File: config.mk
export PLATFORM = sky130hd
export DESIGN_NAME = machine_trap_sequencer_flat
export DESIGN_NICKNAME = d
export VERILOG_FILES = /design/src/rtl/machine_trap_sequencer_pkg.sv /design/src/rtl/machine_trap_sequencer_if.sv /design/src/rtl/machine_trap_sequencer_irq_prio_enc.sv /design/src/rtl/machine_trap_sequencer.sv /design/src/flat_wrapper.sv
export SDC_FILE = /design/constraint.sdc
export NUM_CORES = 1
export LEC_CHECK = 0
export BUFFER_PORTS_ARGS = -buffer_cell sky130_fd_sc_hd__buf_2
export CAP_MARGIN = 10
export CORE_AREA = 2 2 88 90
export CTS_BUF_LIST = sky130_fd_sc_hd__clkbuf_8
export DETAILED_ROUTE_END_ITERATION = 8
export DIE_AREA = 0 0 90 92
export GPL_ROUTABILITY_DRIVEN = 0
export GPL_TIMING_DRIVEN = 0
export PLACE_DENSITY = 0.65
export SLEW_MARGIN = 10
export SYNTH_ARGS = -nofsm -noshare
export SYNTH_HDL_FRONTEND = slang
export SYNTH_SLANG_ARGS = --single-unit
File: constraint.sdc
create_clock -name clk_in -period 3.9 [get_ports clk_in]
set_input_delay 0.78 -clock clk_in [delete_from_list [all_inputs] [get_ports clk_in]]
set_output_delay 0.78 -clock clk_in [all_outputs]
set_load 0.02 [all_outputs]
File: src/rtl/machine_trap_sequencer_pkg.sv
// Shared machine-mode CSR definitions: addresses, interrupt cause codes,
// mtvec mode encoding, the trap FSM states and the trap-vector helper.
package machine_trap_sequencer_pkg;

  localparam logic [11:0] CSR_MSTATUS = 12'h300;
  localparam logic [11:0] CSR_MTVEC   = 12'h305;
  localparam logic [11:0] CSR_MEPC    = 12'h341;
  localparam logic [11:0] CSR_MCAUSE  = 12'h342;

  localparam logic [3:0] CAUSE_MSI = 4'd3;
  localparam logic [3:0] CAUSE_MTI = 4'd7;
  localparam logic [3:0] CAUSE_MEI = 4'd11;

  typedef enum logic [1:0] {
    MTVEC_DIRECT   = 2'd0,
    MTVEC_VECTORED = 2'd1
  } mtvec_mode_e;

  typedef enum logic [1:0] {
    ST_IDLE      = 2'd0,
    ST_TRAP_SAVE = 2'd1,
    ST_TRAP_VEC  = 2'd2,
    ST_MRET_RET  = 2'd3
  } trap_state_e;

  // Modes 2 and 3 fall through to direct; the vectored add wraps at 32 bits.
  function automatic logic [31:0] trap_vector(input logic [31:0] mtvec,
                                              input logic        is_irq,
                                              input logic [3:0]  code);
    logic [31:0] base;
    base = {mtvec[31:2], 2'b00};
    if (is_irq && (mtvec[1:0] == MTVEC_VECTORED))
      return base + {26'b0, code, 2'b00};
    return base;
  endfunction

endpackage

File: src/rtl/machine_trap_sequencer_if.sv
// Execute-stage / CSR-file side of the trap sequencer. The master drives the
// events and CSR views; the slave (the sequencer) drives strobes and redirect.
interface machine_trap_sequencer_if;
  logic        exception_in;
  logic [3:0]  exc_cause_in;
  logic        mret_in;
  logic        meip_in, mtip_in, msip_in;
  logic        meie_in, mtie_in, msie_in;
  logic [31:0] pc_in;
  logic [31:0] mtvec_in;
  logic [31:0] epc_in;
  logic        wr_en_in;
  logic [11:0] csr_addr_in;
  logic [31:0] data_wr_in;

  logic        set_epc_out;
  logic        set_cause_out;
  logic [31:0] cause_out;
  logic        mstatus_mie_out;
  logic        mstatus_mpie_out;
  logic        pc_redirect_out;
  logic [31:0] redirect_pc_out;
  logic        stall_out;
  logic        trap_taken_out;

  modport master (
    output exception_in, exc_cause_in, mret_in,
           meip_in, mtip_in, msip_in, meie_in, mtie_in, msie_in,
           pc_in, mtvec_in, epc_in, wr_en_in, csr_addr_in, data_wr_in,
    input  set_epc_out, set_cause_out, cause_out, mstatus_mie_out, mstatus_mpie_out,
           pc_redirect_out, redirect_pc_out, stall_out, trap_taken_out
  );

  modport slave (
    input  exception_in, exc_cause_in, mret_in,
           meip_in, mtip_in, msip_in, meie_in, mtie_in, msie_in,
           pc_in, mtvec_in, epc_in, wr_en_in, csr_addr_in, data_wr_in,
    output set_epc_out, set_cause_out, cause_out, mstatus_mie_out, mstatus_mpie_out,
           pc_redirect_out, redirect_pc_out, stall_out, trap_taken_out
  );
endinterface

File: src/rtl/machine_trap_sequencer_irq_prio_enc.sv
// Combinational interrupt eligibility and cause-code selection,
// priority MEI > MSI > MTI, all gated by mstatus.MIE.
module machine_trap_sequencer_irq_prio_enc
  import machine_trap_sequencer_pkg::*;
(
  input  logic       mie_i,
  input  logic       meip_i,
  input  logic       meie_i,
  input  logic       msip_i,
  input  logic       msie_i,
  input  logic       mtip_i,
  input  logic       mtie_i,
  output logic       irq_o,
  output logic [3:0] code_o
);

  always_comb begin
    irq_o  = 1'b0;
    code_o = 4'd0;
    if (mie_i) begin
      if (meip_i && meie_i) begin
        irq_o  = 1'b1;
        code_o = CAUSE_MEI;
      end else if (msip_i && msie_i) begin
        irq_o  = 1'b1;
        code_o = CAUSE_MSI;
      end else if (mtip_i && mtie_i) begin
        irq_o  = 1'b1;
        code_o = CAUSE_MTI;
      end
    end
  end

endmodule

File: src/rtl/machine_trap_sequencer.sv
// Machine-mode trap entry / MRET sequencer: arbitrates exceptions, interrupts
// and MRET, strobes mepc/mcause updates, owns MIE/MPIE and redirects fetch.
module machine_trap_sequencer
  import machine_trap_sequencer_pkg::*;
#(
  parameter logic [11:0] MSTATUS    = CSR_MSTATUS,
  parameter logic        MIE_RESET  = 1'b0,
  parameter logic        MPIE_RESET = 1'b0
) (
  input  logic                     clk_in,
  input  logic                     rst_in,
  machine_trap_sequencer_if.slave  bus
);

  trap_state_e state_q, state_d;
  logic [31:0] cause_q, cause_d;
  logic        mie_q, mie_d;
  logic        mpie_q, mpie_d;
  logic        stall_q;

  logic        irq;
  logic [3:0]  irq_code;
  logic        csr_wr;
  logic        set_epc, set_cause, trap_taken, pc_redirect;
  logic [31:0] redirect_pc;

  machine_trap_sequencer_irq_prio_enc u_prio (
    .mie_i  (mie_q),
    .meip_i (bus.meip_in),
    .meie_i (bus.meie_in),
    .msip_i (bus.msip_in),
    .msie_i (bus.msie_in),
    .mtip_i (bus.mtip_in),
    .mtie_i (bus.mtie_in),
    .irq_o  (irq),
    .code_o (irq_code)
  );

  assign csr_wr = bus.wr_en_in && (bus.csr_addr_in == MSTATUS);

  always_comb begin
    state_d     = state_q;
    cause_d     = cause_q;
    mie_d       = mie_q;
    mpie_d      = mpie_q;
    set_epc     = 1'b0;
    set_cause   = 1'b0;
    trap_taken  = 1'b0;
    pc_redirect = 1'b0;
    redirect_pc = 32'h0;
    case (state_q)
      ST_IDLE: begin
        // Acceptance of any event swallows a coincident mstatus write.
        if (bus.exception_in) begin
          state_d = ST_TRAP_SAVE;
          cause_d = {1'b0, 27'b0, bus.exc_cause_in};
        end else if (irq) begin
          state_d = ST_TRAP_SAVE;
          cause_d = {1'b1, 27'b0, irq_code};
        end else if (bus.mret_in) begin
          state_d = ST_MRET_RET;
        end else if (csr_wr) begin
          mie_d  = bus.data_wr_in[3];
          mpie_d = bus.data_wr_in[7];
        end
      end
      ST_TRAP_SAVE: begin
        // mepc loads pc_in directly; the stall holds pc_in stable here.
        set_epc    = 1'b1;
        set_cause  = 1'b1;
        trap_taken = 1'b1;
        mpie_d     = mie_q;
        mie_d      = 1'b0;
        state_d    = ST_TRAP_VEC;
      end
      ST_TRAP_VEC: begin
        pc_redirect = 1'b1;
        redirect_pc = trap_vector(bus.mtvec_in, cause_q[31], cause_q[3:0]);
        state_d     = ST_IDLE;
      end
      ST_MRET_RET: begin
        pc_redirect = 1'b1;
        redirect_pc = {bus.epc_in[31:2], 2'b00};
        mie_d       = mpie_q;
        mpie_d      = 1'b1;
        state_d     = ST_IDLE;
      end
      default: state_d = ST_IDLE;
    endcase
  end

  always_ff @(posedge clk_in) begin
    if (!rst_in) begin
      state_q <= ST_IDLE;
      cause_q <= 32'h0;
      mie_q   <= MIE_RESET;
      mpie_q  <= MPIE_RESET;
      stall_q <= 1'b0;
    end else begin
      state_q <= state_d;
      cause_q <= cause_d;
      mie_q   <= mie_d;
      mpie_q  <= mpie_d;
      stall_q <= (state_d != ST_IDLE);
    end
  end

  assign bus.set_epc_out      = set_epc;
  assign bus.set_cause_out    = set_cause;
  assign bus.trap_taken_out   = trap_taken;
  assign bus.pc_redirect_out  = pc_redirect;
  assign bus.redirect_pc_out  = redirect_pc;
  assign bus.cause_out        = cause_q;
  assign bus.mstatus_mie_out  = mie_q;
  assign bus.mstatus_mpie_out = mpie_q;
  assign bus.stall_out        = stall_q;

  logic unused_ok;
  assign unused_ok = ^{bus.pc_in, bus.epc_in[1:0], bus.data_wr_in[31:8],
                       bus.data_wr_in[6:4], bus.data_wr_in[2:0], cause_q[30:4]};

endmodule

File: src/flat_wrapper.sv
// flat-port wrapper written by rule: the top's interface ports become plain ports
module machine_trap_sequencer_flat import machine_trap_sequencer_pkg::*;
#(
  parameter logic [11:0] MSTATUS    = CSR_MSTATUS,
  parameter logic        MIE_RESET  = 1'b0,
  parameter logic        MPIE_RESET = 1'b0
)
  (clk_in, rst_in, bus_exception_in, bus_exc_cause_in, bus_mret_in, bus_meip_in, bus_mtip_in, bus_msip_in, bus_meie_in, bus_mtie_in, bus_msie_in, bus_pc_in, bus_mtvec_in, bus_epc_in, bus_wr_en_in, bus_csr_addr_in, bus_data_wr_in, bus_set_epc_out, bus_set_cause_out, bus_cause_out, bus_mstatus_mie_out, bus_mstatus_mpie_out, bus_pc_redirect_out, bus_redirect_pc_out, bus_stall_out, bus_trap_taken_out);
  machine_trap_sequencer_if bus_i ();
  input  logic clk_in;
  input  logic rst_in;
  input wire logic [$bits(bus_i.exception_in)-1:0] bus_exception_in;
  input wire logic [$bits(bus_i.exc_cause_in)-1:0] bus_exc_cause_in;
  input wire logic [$bits(bus_i.mret_in)-1:0] bus_mret_in;
  input wire logic [$bits(bus_i.meip_in)-1:0] bus_meip_in;
  input wire logic [$bits(bus_i.mtip_in)-1:0] bus_mtip_in;
  input wire logic [$bits(bus_i.msip_in)-1:0] bus_msip_in;
  input wire logic [$bits(bus_i.meie_in)-1:0] bus_meie_in;
  input wire logic [$bits(bus_i.mtie_in)-1:0] bus_mtie_in;
  input wire logic [$bits(bus_i.msie_in)-1:0] bus_msie_in;
  input wire logic [$bits(bus_i.pc_in)-1:0] bus_pc_in;
  input wire logic [$bits(bus_i.mtvec_in)-1:0] bus_mtvec_in;
  input wire logic [$bits(bus_i.epc_in)-1:0] bus_epc_in;
  input wire logic [$bits(bus_i.wr_en_in)-1:0] bus_wr_en_in;
  input wire logic [$bits(bus_i.csr_addr_in)-1:0] bus_csr_addr_in;
  input wire logic [$bits(bus_i.data_wr_in)-1:0] bus_data_wr_in;
  output wire logic [$bits(bus_i.set_epc_out)-1:0] bus_set_epc_out;
  output wire logic [$bits(bus_i.set_cause_out)-1:0] bus_set_cause_out;
  output wire logic [$bits(bus_i.cause_out)-1:0] bus_cause_out;
  output wire logic [$bits(bus_i.mstatus_mie_out)-1:0] bus_mstatus_mie_out;
  output wire logic [$bits(bus_i.mstatus_mpie_out)-1:0] bus_mstatus_mpie_out;
  output wire logic [$bits(bus_i.pc_redirect_out)-1:0] bus_pc_redirect_out;
  output wire logic [$bits(bus_i.redirect_pc_out)-1:0] bus_redirect_pc_out;
  output wire logic [$bits(bus_i.stall_out)-1:0] bus_stall_out;
  output wire logic [$bits(bus_i.trap_taken_out)-1:0] bus_trap_taken_out;
  assign bus_i.exception_in = bus_exception_in;
  assign bus_i.exc_cause_in = bus_exc_cause_in;
  assign bus_i.mret_in = bus_mret_in;
  assign bus_i.meip_in = bus_meip_in;
  assign bus_i.mtip_in = bus_mtip_in;
  assign bus_i.msip_in = bus_msip_in;
  assign bus_i.meie_in = bus_meie_in;
  assign bus_i.mtie_in = bus_mtie_in;
  assign bus_i.msie_in = bus_msie_in;
  assign bus_i.pc_in = bus_pc_in;
  assign bus_i.mtvec_in = bus_mtvec_in;
  assign bus_i.epc_in = bus_epc_in;
  assign bus_i.wr_en_in = bus_wr_en_in;
  assign bus_i.csr_addr_in = bus_csr_addr_in;
  assign bus_i.data_wr_in = bus_data_wr_in;
  assign bus_set_epc_out = bus_i.set_epc_out;
  assign bus_set_cause_out = bus_i.set_cause_out;
  assign bus_cause_out = bus_i.cause_out;
  assign bus_mstatus_mie_out = bus_i.mstatus_mie_out;
  assign bus_mstatus_mpie_out = bus_i.mstatus_mpie_out;
  assign bus_pc_redirect_out = bus_i.pc_redirect_out;
  assign bus_redirect_pc_out = bus_i.redirect_pc_out;
  assign bus_stall_out = bus_i.stall_out;
  assign bus_trap_taken_out = bus_i.trap_taken_out;
  machine_trap_sequencer #(.MSTATUS(MSTATUS), .MIE_RESET(MIE_RESET), .MPIE_RESET(MPIE_RESET)) u_core (.clk_in(clk_in), .rst_in(rst_in), .bus(bus_i));
endmodule
==> run metrics <==
Post-synth top cells=32 x a21oi_1, 32 x buf_4, 28 x o21ai_0, 23 x xor2_1, 22 x nand2_1; Avg Cell Area, Syn=6.97 µm²; core area=7450 µm²; final setup fails=0; main area contributors after synthesis=buf_4 13%, xor2_1 11%, dfxtp_1 11%; Clock Sinks=10; ys flop type=dfxtp_1; height of the die=92 µm; FP Rows=32; Max H-tree Level=1; vias per inst=4.51; vias in the first global route=2336; DR iter-0 viols=73; startpoint types=input port; die area=8280 µm²; cts hold-fix bufs=0; EDFF count, synth=0; Worst-path clk slew=50 ps; global-route wire length before repair=10.7 mm; Worst Hold Class=register to register; I/O pin cnt=226; Post-Place Cells=527; slowest stage cell, crit path=o22ai_1; # DRC=0; dpl hpwl=5.64 mm; CP Max Fanout=10; CTS Buf Count=3; Max transition margin=0.615; Global Route Usage Sum=0.153; post-cts sizing count=0; largest net degree at the start of global routing=11; Placed Area=2740 µm²; Filler cells=828; Total Nets Final=590; Final Max Slew Viols=0; Design Area, Final=2800 µm²; Leakage=0.00147 µW; root buffer cell=clkbuf_8; area delta synth->final=50.9%; routed wire length=6.65 mm; post-CTS setup buffer count=0; largest area contributor in the netlist=buf_4; number of library cell types mapped by synthesis=44; part of the Yosys area used for sequential elements=0.108; CTS tree=yes; status=complete, no violations; Critical Path, Cell by Cell=buf_2 > ha_1 > a21oi_1 > o22ai_1 > buf_4 > nand4_1 > xor2_1 > a21oi_1 > buf_2; total congestion overflow=0; critical path arrival=2680 ps; Mapped Area=1850 µm²; YS warnings=0; TNS Setup=0 ps; vias post-DR=2396; DR pass1 iterations=4; initial antenna violation count=0; Worst setup EP type=primary output; Final ANT Viol Nets=0; # diodes=0; Cell Pwr Density=205 nW/µm²; number of port buffers=131; Die X=90 µm; Post-Layout Cell Count=531; Mapped Cells=266; Worst path max stage delay=410 ps; top cell type's share of synthesized area=0.130; FFs w/ async S/R, synth=0; number of synthesized register bits=10; Initial Util=0.249; total power=574 µW; fmax=289 MHz; Slew @ Worst Pin=577 ps; Wirelength per Cell=12.5 µm; Clk Latency, worst-skew pair=230 ps; period utilisation layout=0.886; share of cells above drive strength 1=0.408; unrepaired setup endpoints after global routing=false; skew final=0.523 ps; final hold viol count=0; clk buf depth=2; WS Path Type=input port to primary output; Final Critical Period=3460 ps; maximum VDD drop=0.183 mV; Max Cap Viol=0; Worst EP required=3120 ps
==> layer usage <==
| metal | vias up | GRT usage | wire [µm] |
|---|---|---|---|
| li1 | 1238 | - | - |
| met1 | 1073 | 0.195 | 2980 |
| met2 | 83 | 0.284 | 3280 |
| met3 | 2 | 0.0255 | 374 |
| met4 | 0 | 0.00769 | 21 |
| met5 | - | 0 | 0 |
==> state kept, by name (all words and copies together) (netlist names) <==
register and flops:
u_core.bus.cause_out 5, u_core.state_q 2, u_core.bus.mstatus_mie_out 1, u_core.bus.stall_out 1, u_core.bus.mstatus_mpie_out 1
==> power by group <==
group | internal [µW] | total [µW] | leakage (µW) | switching, µW
logic | 129 | 326 | 0.00136 | 197
clock network | 88.7 | 129 | 0.0000288 | 39.9
registers | 112 | 120 | 0.0000825 | 7.86
total | 329 | 574 | 0.00147 | 245
==> worst max-delay path, delay by kind of cell <==
kind                     cells  cell delay (ps)
XOR/XNOR                     1              190
AND/OR/NAND/NOR              1              130
adder cells (fa/ha/maj)      1              340
buffers and inverters        3              550
AO/OA/AOI/OAI                3              690
==> metrics by stage <==
| stage | hold WS (ps) | util | worst slack (ps) |
|---|---|---|---|
| after floorplan | 532 | - | 818 |
| after global placement | 469 | 0.368 | 412 |
| after detailed placement | 481 | 0.368 | 410 |
| after CTS | 487 | 0.376 | 408 |
| after global routing | 542 | 0.376 | 185 |
| final | 496 | 0.376 | 444 |
==> final cells by class <==
type	count	area, µm²	share of cell area
buffer	48	302	0.108
clock buffer	4	55.1	0.0197
inverter	5	18.8	0.00671
multi-input combinational	231	1440	0.514
sequential	10	200	0.0716
tap	102	128	0.0456
timing repair buffer	131	656	0.234
==> final timing paths <==
| check | start | end | slack (ps) | cells past startpoint |
|---|---|---|---|---|
| max | bus_mtvec_in[5] | bus_redirect_pc_out[31] | 440 | 9 |
| min | u_core.bus.mstatus_mpie_out$_SDFFE_PN0P_ | u_core.bus.mstatus_mpie_out$_SDFFE_PN0P_ | 500 | 2 |
| max reg2reg | u_core.state_q[1]$_SDFF_PN0_ | u_core.bus.mstatus_mie_out$_SDFFE_PN0P_ | 2270 | 5 |
| min reg2reg | u_core.bus.mstatus_mpie_out$_SDFFE_PN0P_ | u_core.bus.mstatus_mpie_out$_SDFFE_PN0P_ | 500 | 2 |
==> logic make-up after synthesis <==
| logic type | share of synthesized area |
|---|---|
| simple gates | 0.291 |
| compound gates | 0.246 |
| buf+inv | 0.173 |
| xor+xnor | 0.132 |
| flops | 0.108 |
| fa+ha+maj | 0.0378 |
| mux | 0.0108 |
| other cells | 0.00202 |
==> cells in the final DEF, fill, tap and decap left out, types with 5 or more instances in the layout <==
cell      count
nand4_1      19
xor2_1       23
a21oi_1      32
o21ai_0      28
buf_2       132
buf_4        32
nand2_1      22
o211a_1       5
clkbuf_1     15
xnor2_1       5
nand3_1      11
dfxtp_1      10
nor2_1        7
conb_1       29
and3_1        5
(Power assumes the default switching activity.)
